<file path="config.mk">
export PLATFORM = sky130hd
export DESIGN_NAME = taylor_trig_booth_unit
export DESIGN_NICKNAME = d
export VERILOG_FILES = /design/src/rtl/taylor_trig_booth_unit.sv
export SDC_FILE = /design/constraint.sdc
export NUM_CORES = 1
export LEC_CHECK = 0
export CORE_MARGIN = 3
export CORE_UTILIZATION = 61
export DETAILED_ROUTE_END_ITERATION = 6
export PLACE_DENSITY = 0.81
export SLEW_MARGIN = 40
export SYNTH_ARGS = -nofsm -noshare
export SYNTH_HDL_FRONTEND = slang
export SYNTH_SLANG_ARGS = --single-unit
</file>
<file path="constraint.sdc">
create_clock -name clk -period 4.5 [get_ports clk]
set_input_delay 0.9 -clock clk [delete_from_list [all_inputs] [get_ports clk]]
set_output_delay 0.9 -clock clk [all_outputs]
set_load 0.05 [all_outputs]
</file>
<file path="src/rtl/taylor_trig_booth_unit.sv">
// rtl/taylor_trig_booth_unit.sv - Taylor-series sin/cos evaluator on one shared radix-2 Booth multiplier
// Each series term is t = ((t*r_k)*x)*x, accumulated with alternating sign.
module taylor_trig_booth_unit #(
    parameter int W      = 16,
    parameter int NTERMS = 5
) (
    input  logic                clk,
    input  logic                rst,
    input  logic                i_start,
    input  logic                i_sel_cos,
    input  logic signed [W-1:0] i_x_in,
    output logic                o_busy,
    output logic                o_done,
    output logic signed [W-1:0] o_y_out
);
    typedef enum logic [2:0] {S_IDLE, S_MLOAD, S_MSTEP, S_MDONE, S_ACC, S_FIN} state_t;

    localparam int         CW    = $clog2(W + 1);
    localparam logic [2:0] KLAST = 3'(NTERMS - 1);
    localparam logic [W-1:0] ONE = {2'b01, {(W-2){1'b0}}};

    function automatic int ratio(input int k, input bit is_cos);
        int d;
        if (k == 0) return 0;
        d = is_cos ? (2*k - 1) * (2*k) : (2*k) * (2*k + 1);
        return ((1 << (W - 2)) + d / 2) / d;
    endfunction

    state_t                r_state, w_next;
    logic [CW-1:0]         r_cnt;
    logic [1:0]            r_mul;
    logic [2:0]            r_k;
    logic                  r_cos, r_q1, r_done;
    logic signed [W-1:0]   r_x, r_t, r_acc, r_y;
    logic signed [W:0]     r_a, r_m;
    logic [W-1:0]          r_q;

    logic [W-1:0]          w_sin_tab [0:7];
    logic [W-1:0]          w_cos_tab [0:7];
    logic [W-1:0]          w_ratio, w_mcand;
    logic signed [W:0]     w_sum;
    logic signed [2*W:0]   w_prod, w_shift;
    logic                  w_prod_fits;
    logic [W-1:0]          w_prod_sat;
    logic signed [W:0]     w_accsum;
    logic [W-1:0]          w_acc_sat;

    for (genvar g = 0; g < 8; g++) begin : g_ratio
        localparam int SIN_R = ratio(g, 1'b0);
        localparam int COS_R = ratio(g, 1'b1);
        assign w_sin_tab[g] = SIN_R[W-1:0];
        assign w_cos_tab[g] = COS_R[W-1:0];
    end

    assign w_ratio = r_cos ? w_cos_tab[r_k] : w_sin_tab[r_k];
    assign w_mcand = (r_mul == 2'd0) ? w_ratio : r_x;

    // A is one bit wider than the operands so subtracting M = -2^(W-1) cannot overflow.
    always_comb begin
        w_sum = r_a;
        case ({r_q[0], r_q1})
            2'b01:   w_sum = r_a + r_m;
            2'b10:   w_sum = r_a - r_m;
            default: w_sum = r_a;
        endcase
    end

    assign w_prod      = {r_a, r_q};
    assign w_shift     = w_prod >>> (W - 2);
    assign w_prod_fits = (&w_shift[2*W:W-1]) | ~(|w_shift[2*W:W-1]);
    assign w_prod_sat  = w_prod_fits ? w_shift[W-1:0]
                                     : {w_shift[2*W], {(W-1){~w_shift[2*W]}}};

    assign w_accsum  = r_k[0] ? ({r_acc[W-1], r_acc} - {r_t[W-1], r_t})
                              : ({r_acc[W-1], r_acc} + {r_t[W-1], r_t});
    assign w_acc_sat = (w_accsum[W] == w_accsum[W-1]) ? w_accsum[W-1:0]
                                                      : {w_accsum[W], {(W-1){~w_accsum[W]}}};

    always_comb begin
        w_next = r_state;
        case (r_state)
            S_IDLE:  if (i_start) w_next = (NTERMS == 1) ? S_FIN : S_MLOAD;
            S_MLOAD: w_next = S_MSTEP;
            S_MSTEP: if (r_cnt == CW'(1)) w_next = S_MDONE;
            S_MDONE: w_next = (r_mul == 2'd2) ? S_ACC : S_MLOAD;
            S_ACC:   w_next = (r_k == KLAST) ? S_FIN : S_MLOAD;
            S_FIN:   w_next = S_IDLE;
            default: w_next = S_IDLE;
        endcase
    end

    always_ff @(posedge clk) begin
        if (rst) r_state <= S_IDLE;
        else     r_state <= w_next;
    end

    always_ff @(posedge clk) begin
        if (rst) begin
            r_cnt  <= '0;
            r_mul  <= '0;
            r_k    <= '0;
            r_cos  <= 1'b0;
            r_q1   <= 1'b0;
            r_done <= 1'b0;
            r_x    <= '0;
            r_t    <= '0;
            r_acc  <= '0;
            r_y    <= '0;
            r_a    <= '0;
            r_m    <= '0;
            r_q    <= '0;
        end else begin
            r_done <= 1'b0;
            case (r_state)
                S_IDLE: if (i_start) begin
                    r_x   <= i_x_in;
                    r_cos <= i_sel_cos;
                    r_t   <= i_sel_cos ? ONE : i_x_in;
                    r_acc <= i_sel_cos ? ONE : i_x_in;
                    r_k   <= 3'd1;
                    r_mul <= 2'd0;
                end
                S_MLOAD: begin
                    r_m   <= {w_mcand[W-1], w_mcand};
                    r_q   <= r_t;
                    r_q1  <= 1'b0;
                    r_a   <= '0;
                    r_cnt <= CW'(W);
                end
                S_MSTEP: begin
                    r_a   <= {w_sum[W], w_sum[W:1]};
                    r_q   <= {w_sum[0], r_q[W-1:1]};
                    r_q1  <= r_q[0];
                    r_cnt <= r_cnt - CW'(1);
                end
                S_MDONE: begin
                    r_t   <= w_prod_sat;
                    r_mul <= (r_mul == 2'd2) ? 2'd0 : r_mul + 2'd1;
                end
                S_ACC: begin
                    r_acc <= w_acc_sat;
                    r_k   <= r_k + 3'd1;
                end
                S_FIN: begin
                    r_y    <= r_acc;
                    r_done <= 1'b1;
                end
                default: ;
            endcase
        end
    end

    assign o_busy  = (r_state != S_IDLE) && (r_state != S_FIN);
    assign o_done  = r_done;
    assign o_y_out = r_y;
endmodule

</file>
After elaboration in Yosys (flattened, before gate mapping):

Memory sizes are Yosys's and may differ from the RTL's.
Index checks and enable logic that the tools add are counted.

* memories: 2
* register bits after elaboration: 129
* output and inout port bits: 18
* word-level logic and storage cells: 84
* memory bits (read-only): 256
* input bits: 20

* reduce and logical (&&, ||, !) cells: 13
* bitwise gates (word level): 5
* mux-type cells: 28
* $lt $le $gt $ge: 1
* eq/ne operators: 14
* add/sub/neg operators: 7

Memories
* (no name shown): words 8, width 16, read ports 1, clocked after Yosys merged registers in 0, write ports 0, RTL line 55 `assign w_ratio = r_cos ? w_cos_tab[r_k] : w_sin_tab[r_k];`
* (no name shown): words 8, width 16, read ports 1, clocked after Yosys merged registers in 0, write ports 0, RTL line 55

Operators by type and width (count)
* 16-bit 2-to-1 mux: 10
* 16-bit case mux with 2 select lines: 3
* 17-bit case mux with 2 select lines: 2
* 16-bit by 16-bit adder with 17-bit output: 1
* 17-bit by 16-bit adder with 17-bit output: 1
* 17-bit 2-to-1 mux: 1
* 16-bit by 16-bit subtractor with 17-bit output: 1
* 17-bit by 16-bit subtractor with 17-bit output: 1
* 3-bit case mux with 5 select lines: 1
* 3-bit 2-to-1 mux: 4
* 5-bit case mux with 2 select lines: 1
* 3-bit == test, second input constant: 3
* 2-bit AND reduction: 4
* 3-bit by 2-bit == test with 1-bit output, second input constant: 2
* 3-bit case mux with 2 select lines: 1
* 2-bit nonzero test: 3
* 5-bit by 1-bit == test with 1-bit output, second input constant: 1
* 5-bit by 1-bit subtractor with 5-bit output, second input constant: 1
* 2-bit == test, second input constant: 2
* 4-bit greater-or-equal comparator, second input constant: 1
* 2-bit 2-to-1 mux: 2
* 2-bit != test, second input constant: 2
* 3-bit inverter with 4-bit output: 1
* 2-bit case mux with 2 select lines: 1
* 16 further kinds: 18

Depth between registers and ports, before layout:

* depth after elaboration: 6
* mapped depth: 17

Worst setup path after synthesis:

OpenSTA, ideal clock, no wires.

* kind: register to register
* from: register r_t[2]
* to: register r_acc[5]
* slack: 0.716 ns
* buffers on the path: 2
* arrival: 3.688 ns
* clock period less this slack: 3.784 ns
* stages on the path, launching flop included: 18
* cell sequence: dfxtp_1 -> buf_6 -> nor4_4 -> or2b_1 -> nor3_1 -> nand2_1 -> nor3b_1 -> nor2_1 -> xnor2_1 -> ha_1 -> a21o_1 -> o21ai_0 -> o21ai_0 -> a211oi_2 -> xor2_1 -> buf_2 -> maj3_1 -> a221oi_1

* cells in the longest elaborated chain, start to end: 5
* elaborated cells between the ends (all ways): 7
* classes of those cells: 2 x add/sub; 1 x eq/ne; 3 x mux; 1 x bitwise

RTL lines
* start, declared: RTL line 34 `logic signed [W-1:0] r_x, r_t, r_acc, r_y;`
* start signal, assigned: RTL line 118 `r_t <= i_sel_cos ? ONE : i_x_in;`
* start signal, assigned: RTL line 137 `r_t <= w_prod_sat;`
* 16-bit by 16-bit adder with 17-bit output / 16-bit by 16-bit subtractor with 17-bit output (equally long branches): RTL line 75, 74
* 17-bit 2-to-1 mux *: RTL line 74 `assign w_accsum = r_k[0] ? ({r_acc[W-1], r_acc} - {r_t[W-1], r_t})`
* 1-bit == test / 1-bit inverter (equally long branches): RTL line 76, 77
* 16-bit 2-to-1 mux *: RTL line 76 `assign w_acc_sat = (w_accsum[W] == w_accsum[W-1]) ? w_accsum[W-1:0]`
* 16-bit case mux with 2 select lines *: RTL line 114 `case (r_state)`
* end signal, assigned: RTL line 119 `r_acc <= i_sel_cos ? ONE : i_x_in;`
* end signal, assigned: RTL line 141 `r_acc <= w_acc_sat;`
* end, declared: RTL line 34

Mark *: on every way between the ends. The rest lies on a longest branch, timed or not.
A chain may end at the register's enable or synchronous reset.

Worst setup path in the final report:

* from: register r_t[2]
* to: register r_acc[11]

The elaborated chain is that of the path after synthesis.

==> results.yml <==
route:
  route.detailed.drc: 0
  drt-initial-drc-count: 944
  vias_per_cell: 6.40
  routedWlPerCell_um: 18.7
  finalWirelength_um: 22100
  num_vias: 7568
  first_pass_iters: 7
  ant_nets: 0
layout:
  layout-drive-gt1-share: 0.0858
  final_common_cell: "a21oi_1"
  syn2layout_area_growth_pct: 13.2
  fin_area_um2: 8960
  n_antenna_cell: 0
  final_cell_mix: "143 x a21oi_1, 141 x nand2_1, 128 x dfxtp_1"
  nNetsFinal: 1067
worst_setup_path:
  crit_start: "r_t[2]"
  cp_data_arrival_time_ps: 4490
  critical_path_peak_fanout: 13
  worstPathRequired_ps: 4850
  startpoint_type: "flop"
  worstSetupPathType: "flop to flop"
  worstSetupEndpointType: "flop"
  rr_startpoint: "r_t[2]"
floorplanning:
  fp.dieW_um: 120
  die_h_um: 120
  rows: 40
  core-area_um2: 12400
  io_pins: 38
  die_area_um2: 14400
  start_util: 0.640
synthesis:
  synth.avg_cell_area_um2: 7.92
  ys_seq_area_frac: 0.324
  synth_top_cell_area_share: 0.324
  async_reset_ff_frac: 0
  ys_ff_latch: 128
  syn_area_um2: 7910
  synth_edf_count: 0
  synth_cell_types: 64
  postSynthCellCount: 999
  yosysWarningCount: 0
  yosysTopAreaCell: "dfxtp_1"
  synth_flop_cell: "dfxtp_1"
  synthTopCellsByArea: "dfxtp_1 32%, a21oi_1 9.0%, ha_1 7.0%"
  syn_nets: 1065
global_route:
  antenna_found_initial: 0
  grt_usage: 0.316
  grt_pass1_vias: 7089
  grt_max_degree: 57
  grt-ovfl-total: 0
  grt_pass1_wl_um: 36200
power_and_ir_drop:
  combPwrFrac: 0.488
  switchingPower_mw: 2.13
  power.total_mw: 5.26
  netSwitchingFraction: 0.405
  intPower_mw: 3.13
  p_clk_frac: 0.256
  p_seq_frac: 0.256
  p_per_area_nw_per_um2: 587
  leakagePower_nw: 3.17
  ir_drop_mv: 0.461
sta:
  skew_ps: 6.60
  setup_ws_ps: 356
  fmax_mhz: 241
  drv_slew: 0
  hold_viol: 0
  worst_pin_slew_ps: 733
  fin_crit_ps: 4140
  setup-violations-final: 0
  maxSlewHeadroom: 0.510
  setup_tns_ps: 0
  grt_setup_unrepaired: "false"
  final.period_utilization: 0.921
clock_network:
  cts-resized-gates: 0
  clock_sinks: 128
  clk_path_buf_depth: 2
  cts.reportedPaths.clkPinSlew_ps: 60
  clock_latency_ps: 430
  cts_htree_levels: 4
  cts_buffers: 17
  cts_tree: "yes"
  cts-root-buf: "clkbuf_16"
placed_design:
  gp_congestion: 0.959
  place_ws_ps: 242
  port_buffers: 37
  dpl_cell_area_um2: 8320
  dp_hpwl_um: 15500
hold_path:
  min_path_type: "flop to flop"
  hold_start: "o_y_out[5]"
flow_run:
  drv_cap: 0
status:
  status: "finished clean"
-- worst max-delay path, stage by stage, from the launching register on --
cell and delay (ps):
dfxtp_1 400, nor4_4 330, or2b_1 290, nor3_1 210, nand2_1 130, nor3b_1 300
nor2_1 90, xnor2_1 160, ha_1 360, a21o_1 220, a21oi_1 160, o21ai_0 120
a211oi_2 340, xnor2_4 210, buf_4 200, maj3_2 300, a221oi_2 210
-- kinds of logic after synthesis --
group | synth area share
AO/OA/AOI/OAI | 0.271
XOR/XNOR | 0.0629
multiplexers | 0.0155
flip-flops | 0.324
buffers and inverters | 0.0492
adder cells (fa/ha/maj) | 0.0936
AND/OR/NAND/NOR | 0.184
-- per-layer routing --
| layer | up-vias | share of wire | track usage |
|---|---|---|---|
| met1 | 3556 | 0.44 | 0.440 |
| met4 | 0 | 0.022 | 0.114 |
| met5 | - | 0 | 0 |
| met2 | 332 | 0.46 | 0.495 |
| li1 | 3638 | - | - |
| met3 | 42 | 0.078 | 0.0514 |
-- synthesized netlist by cell type (5+ instances only) --
cell      instances
a21oi_1         143
nand2_1         141
dfxtp_1         128
nor2_1           73
clkbuf_1         65
ha_1             44
xnor2_1          44
o21ai_0          35
nor3_1           31
a221oi_1         26
inv_1            26
a22oi_1          21
nand3_1          16
a211oi_1         14
a31oi_1          11
o211ai_1         11
xor2_1           11
mux2i_1          10
o21a_1           10
a21o_1            8
a221oi_2          8
maj3_2            8
nand2b_1          8
nor2b_1           8
a32oi_1           6
maj3_1            6
and3_1            5
or3_1             5
-- area by class of cell --
type                       instances  area (um2)
clock buffer                      19         443
clock inverter                    13         130
fill                            1019        3400
inverter                          26        97.6
multi-input combinational        772        4990
sequential                       128        2560
tap                              168         210
timing repair buffer              56         523
-- flip-flops by register name, summed over array words and instances, names as in the netlist --
name / count
o_y_out: 16
r_t: 16
r_q1: 1
r_cos: 1
r_state: 3
r_acc: 16
r_a: 16
r_x: 16
r_k: 3
r_m: 16
o_done: 1
r_q: 16
r_mul: 2
r_cnt: 5
-- repair_timing --
| action | CTS | global route |
|---|---|---|
| setup endpoints to repair | 0 | 5 |
| buffers inserted | 0 | 5 |
| hold endpoints to repair | 0 | 0 |
| hold buffers | 0 | 0 |
-- power by group through the flow --
stage               sequential, mW  clock, mW  combinational (mW)
finish                        1.35       1.35                2.57
global route                  1.36       1.40                2.82
CTS                           1.34       1.35                2.43
detailed placement            1.37          0                2.40
global placement              1.36          0                2.37
floorplan                     1.31          0                1.97
-- final timing paths --
kind                 to  slack, ps  cells past startpoint
max           r_acc[11]        360                     16
max reg2reg   r_acc[11]        360                     16
min          o_y_out[5]        450                      2
min reg2reg  o_y_out[5]        450                      2
-- stage by stage --
stage	util	std cells	hold slack, ps
after floorplan	-	999	431
after global placement	0.673	1145	441
after detailed placement	0.673	1145	445
after CTS	0.720	1177	452
after global routing	0.725	1182	471
final	0.725	1182	452
No activity file was read; power rests on OpenSTA's default activity.
